<file path="config.mk">
export PLATFORM = sky130hd
export DESIGN_NAME = uart_rx_buffer
export DESIGN_NICKNAME = d
export VERILOG_FILES = /design/src/rtl/uart_rx_buffer.sv
export SDC_FILE = /design/constraint.sdc
export NUM_CORES = 1
export LEC_CHECK = 0
export CAP_MARGIN = 15
export CELL_PAD_IN_SITES_DETAIL_PLACEMENT = 0
export CELL_PAD_IN_SITES_GLOBAL_PLACEMENT = 1
export CORE_MARGIN = 2
export CORE_UTILIZATION = 55
export CTS_CLUSTER_DIAMETER = 40
export DETAILED_ROUTE_END_ITERATION = 10
export HOLD_SLACK_MARGIN = 0.03
export PLACE_DENSITY_LB_ADDON = 0.1
export SYNTH_ARGS = -nofsm -noshare
export SYNTH_HDL_FRONTEND = slang
export SYNTH_SLANG_ARGS = --single-unit
</file>
<file path="constraint.sdc">
create_clock -name clk -period 5.32 [get_ports clk]
set_input_delay 1.596 -clock clk [delete_from_list [all_inputs] [get_ports clk]]
set_output_delay 1.596 -clock clk [all_outputs]
set_load 0.01 [all_outputs]
</file>
<file path="src/rtl/uart_rx_buffer.sv">
// uart_rx_buffer: 8N1 UART receiver feeding a DEPTH-entry byte FIFO with stall, overrun and frame-error flags.
// Optional macro UART_RX_MAJORITY_EN enables 2-of-3 voting on each data and stop bit.
module uart_rx_buffer #(
    parameter int CLK_PER_BIT = 868,
    parameter int DEPTH       = 16
) (
    input  logic                     clk,
    input  logic                     rst,
    input  logic                     rxd,
    input  logic                     rd_req,
    output logic [7:0]               rd_data,
    output logic                     rd_valid,
    output logic                     uart_stall,
    output logic [$clog2(DEPTH):0]   count,
    output logic                     overrun,
    output logic                     frame_err,
    input  logic                     clr_err
);
    localparam int AW = $clog2(DEPTH);
    localparam int NW = AW + 1;
    localparam int CW = $clog2(CLK_PER_BIT);
    localparam logic [CW-1:0] HALF  = CW'(CLK_PER_BIT / 2 - 1);
    localparam logic [CW-1:0] FULLB = CW'(CLK_PER_BIT - 1);
    localparam logic [AW:0]   FULL  = NW'(DEPTH);

    typedef enum logic [1:0] {IDLE, START, DATA, STOP} state_t;

    logic rx_s1_q, rx_s2_q, rx_s3_q;
    logic line, prev, bit_val;

    always_ff @(posedge clk) begin
        if (rst) begin
            rx_s1_q <= 1'b1;
            rx_s2_q <= 1'b1;
            rx_s3_q <= 1'b1;
        end else begin
            rx_s1_q <= rxd;
            rx_s2_q <= rx_s1_q;
            rx_s3_q <= rx_s2_q;
        end
    end

`ifdef UART_RX_MAJORITY_EN
    // The whole bit timeline shifts one cycle so s2/s3/s4 are mid+1/mid/mid-1.
    logic rx_s4_q;
    always_ff @(posedge clk) begin
        if (rst) rx_s4_q <= 1'b1;
        else     rx_s4_q <= rx_s3_q;
    end
    assign line    = rx_s3_q;
    assign prev    = rx_s4_q;
    assign bit_val = (rx_s2_q & rx_s3_q) | (rx_s2_q & rx_s4_q) | (rx_s3_q & rx_s4_q);
`else
    assign line    = rx_s2_q;
    assign prev    = rx_s3_q;
    assign bit_val = rx_s2_q;
`endif

    state_t        state_q;
    logic [CW-1:0] cnt_q;
    logic [2:0]    idx_q;
    logic [7:0]    shift_q;
    logic          brk_q;
    logic          tick, push, ferr_set;

    assign tick     = cnt_q == '0;
    assign push     = state_q == STOP && !brk_q && tick && bit_val;
    assign ferr_set = state_q == STOP && !brk_q && tick && !bit_val;

    always_ff @(posedge clk) begin
        if (rst) begin
            state_q <= IDLE;
            cnt_q   <= '0;
            idx_q   <= '0;
            shift_q <= '0;
            brk_q   <= 1'b0;
        end else begin
            case (state_q)
                IDLE: if (prev && !line) begin
                    state_q <= START;
                    cnt_q   <= HALF;
                end
                START: if (!tick) cnt_q <= cnt_q - 1'b1;
                else if (line) state_q <= IDLE;
                else begin
                    state_q <= DATA;
                    cnt_q   <= FULLB;
                    idx_q   <= '0;
                end
                DATA: if (!tick) cnt_q <= cnt_q - 1'b1;
                else begin
                    shift_q <= {bit_val, shift_q[7:1]};
                    idx_q   <= idx_q + 3'd1;
                    cnt_q   <= FULLB;
                    if (idx_q == 3'd7) state_q <= STOP;
                end
                // A low stop bit parks here until the line returns high.
                STOP: if (brk_q) begin
                    if (line) begin
                        brk_q   <= 1'b0;
                        state_q <= IDLE;
                    end
                end else if (!tick) cnt_q <= cnt_q - 1'b1;
                else if (bit_val) state_q <= IDLE;
                else brk_q <= 1'b1;
                default: state_q <= IDLE;
            endcase
        end
    end

    logic [7:0]    mem_q [DEPTH];
    logic [AW-1:0] wptr_q, rptr_q;
    logic [AW:0]   count_q, count_d;
    logic [7:0]    rd_data_q;
    logic          rd_valid_q, overrun_q, frame_err_q;
    logic          pop, full, wr;

    assign pop     = rd_req && count_q != '0;
    assign full    = count_q == FULL;
    assign wr      = push && (!full || pop);

    always_comb begin
        count_d = (wr && !pop) ? count_q + 1'b1 : (!wr && pop) ? count_q - 1'b1 : count_q;
    end

    always_ff @(posedge clk) begin
        if (wr) mem_q[wptr_q] <= shift_q;
    end

    always_ff @(posedge clk) begin
        if (rst) begin
            wptr_q      <= '0;
            rptr_q      <= '0;
            count_q     <= '0;
            rd_data_q   <= '0;
            rd_valid_q  <= 1'b0;
            overrun_q   <= 1'b0;
            frame_err_q <= 1'b0;
        end else begin
            count_q     <= count_d;
            rd_valid_q  <= pop;
            overrun_q   <= (push && full && !pop) || (overrun_q && !clr_err);
            frame_err_q <= ferr_set || (frame_err_q && !clr_err);
            if (wr) wptr_q <= wptr_q + 1'b1;
            if (pop) begin
                rd_data_q <= mem_q[rptr_q];
                rptr_q    <= rptr_q + 1'b1;
            end
        end
    end

    assign rd_data    = rd_data_q;
    assign rd_valid   = rd_valid_q;
    assign count      = count_q;
    assign overrun    = overrun_q;
    assign frame_err  = frame_err_q;
    assign uart_stall = rd_req && count_q == '0;
endmodule

</file>
==> qor.yml <==
tightest_slew_ps: 893
routed-wl-met3_um: 615
ys_async_sr_fraction: 0
required_ps: 3720
worstHoldStart: "rx_s1_q"
fin_skew_ps: 10.6
synthDistinctLibCells: 52
boundaryPins: 22
wl_met2_mm: 7.09
min_period_ps: 4430
path_buf_inv: 2
path_common_cell: "clkdlybuf4s50_1"
grt_first_pass_wirelength_mm: 23.4
critPathArrivalTime_ps: 2840
min_to: "bit_val"
yosys-top-cells-area: "edfxtp_1, dfxtp_1, mux4_2, a21oi_1, ha_1"
clockBufferDepth: 2
drtPass1Iterations: 4
top_layer: "met4"
setup_viol: 0
synth_area_sq_mm: 0.00742
die_w_um: 120
synth_flop_cell: "edfxtp_1"
yosysWarningCount: 0
crit_type: "primary input to primary output"
min_path_type: "flip-flop to flip-flop"
htreeDepth: 4
ys_seq_area_frac: 0.656
p_leak_nw: 2.74
r2r-end: "count[4]"
initialDrtViolationCount: 509
rrSetupSlack_ps: 1760
wl_met1_mm: 6.81
cp-start-kind: "primary input"
dp_hpwl_mm: 9.40
grt_start_max_net_pins: 49
antenna_found_initial: 0
crit_path_top_delay_cell: "clkdlybuf4s50_1"
grt_overflow: 0
ctsResizeCount: 0
synthMostInstantiatedCell: "edfxtp_1"
cp_max_fo: 3
p_per_area_mw_per_mm2: 418
drc: 0
rr_worst_depth: 13
setup_slack_ps: 885
std_cell_rows: 42
hold_depth: 1
port_buffers: 21
wl_mm: 14.7
drive_gt1_frac: 0.133
synth_top_area_frac: 0.518
critical_path_cell_count: 3
via_count: 4289
yosys.area.top_type: "edfxtp_1"
outcome: "completed"
nets: 560
cts_setup_buffers: 0
slew_viol_final: 0
hold_viol_final: 0
hold_buffers: 0
drtAntennaViolNets: 0
syn-num-nets: 543
synth_edf_count: 128
die_h_um: 120
gp_congestion: 0.829
path_cells: "clkdlybuf4s50_1 -> nor3b_1 -> clkdlybuf4s50_1"
grt.total_usage: 0.220
clkTransAtPathRegs_ps: 60
cts_root_buffer: "clkbuf_16"
rsz0062_at_grt: "no"
cts_tree: "yes"
vdd.ir_drop.worst_v: 0.000243
antenna_cells: 0
grt_pass1_vias: 4243
maxSlewHeadroom: 0.404
numCtsBuffers: 17
setup_tns_ps: 0
clock_latency_ps: 430
whs_ps: 418
initial_core_util: 0.563
reg2reg_from: "cnt_q[0]"
period_share: 0.834
avgRoutedWirePerCell_um: 20.2
viasPerCell: 5.92
syn_to_final_growth_pct: 11.9
critPathMaxStageDelay_ps: 560
core_area_sq_mm: 0.0132
final_util: 0.630
syn_inst: 519
die-area_sq_mm: 0.0144
max_cap_viol_count: 0
fmax_ghz: 0.225
cts.sinks: 179
avgSynthCellArea_sq_um: 14.3
crit_family: "buffers and inverters"
dpl_worst_slack_ps: 844
synth_seq_cells: 179
synth_commonest_cells: "edfxtp_1, dfxtp_1, a21oi_1, nor2_1, mux4_2"
endpoint_kind: "primary output"
==> metal layers <==
| metal | track usage | vias to the layer above |
|---|---|---|
| li1 | - | 2022 |
| met4 | 0.0691 | 0 |
| met2 | 0.337 | 95 |
| met3 | 0.0461 | 15 |
| met5 | 0 | - |
| met1 | 0.318 | 2157 |
==> power breakdown <==
| group | leakage, nW | total, mW | internal [mW] | switching, mW |
|---|---|---|---|---|
| Sequential | 1.60 | 1.61 | 1.53 | 0.0840 |
| Clock | 0.257 | 1.16 | 0.656 | 0.505 |
| Combinational | 0.882 | 0.696 | 0.343 | 0.354 |
==> how the worst max path moves through the flow <==
stage | endpoint | startpoint | slack [ps]
4_1_cts | uart_stall | rd_req | 890
3_5_place_dp | count[4] | rd_req | 840
6_report | uart_stall | rd_req | 890
3_3_place_gp | uart_stall | rd_req | 900
5_1_grt | uart_stall | rd_req | 830
2_1_floorplan | count[4] | rd_req | 1660
==> cell families after synthesis <==
logic type | synth area share
XOR/XNOR | 0.0118
multiplexers | 0.101
AO/OA/AOI/OAI | 0.0882
buffers and inverters | 0.0250
flip-flops | 0.656
AND/OR/NAND/NOR | 0.0853
adder cells (fa/ha/maj) | 0.0330
==> area by class of cell <==
cell class              instances  area, sq um
clock buffers                  23          458
clock inverters                 9         83.8
fillers                      1022         4880
inverters                      15         56.3
multi-input cells             296         2370
flip-flops and latches        179         4870
well taps                     176          220
repair buffers                 27          250
==> sequential cells by signal, indices dropped and copies added (netlist names), named ones only <==
| register | cells |
|---|---|
| brk_q | 1 |
| rptr_q | 4 |
| idx_q | 3 |
| cnt_q | 10 |
| count | 5 |
| wptr_q | 4 |
| mem_q | 128 |
| state_q | 1 |
| overrun | 1 |
| rd_valid | 1 |
| prev | 1 |
| rd_data | 8 |
| shift_q | 8 |
| frame_err | 1 |
| bit_val | 1 |
| rx_s1_q | 1 |
==> layout by cell type, fill, tap and decap left out, types with 17 or more instances in the layout <==
cell type	n
edfxtp_1	128
a21oi_1	47
nor2_1	42
a22oi_1	17
ha_1	18
nand2_1	27
clkbuf_16	17
clkdlybuf4s50_1	20
dfxtp_1	50
mux4_2	32
==> stage by stage <==
stage                     instance area [sq um]  instances  power, mW
after floorplan                            7420        519       2.15
after global placement                     7760        693       2.33
after detailed placement                   7760        693       2.34
after CTS                                  8310        725       3.50
after global routing                       8310        725       3.64
final                                      8310        725       3.47
Note: power is estimated with default switching activity, not from simulation.
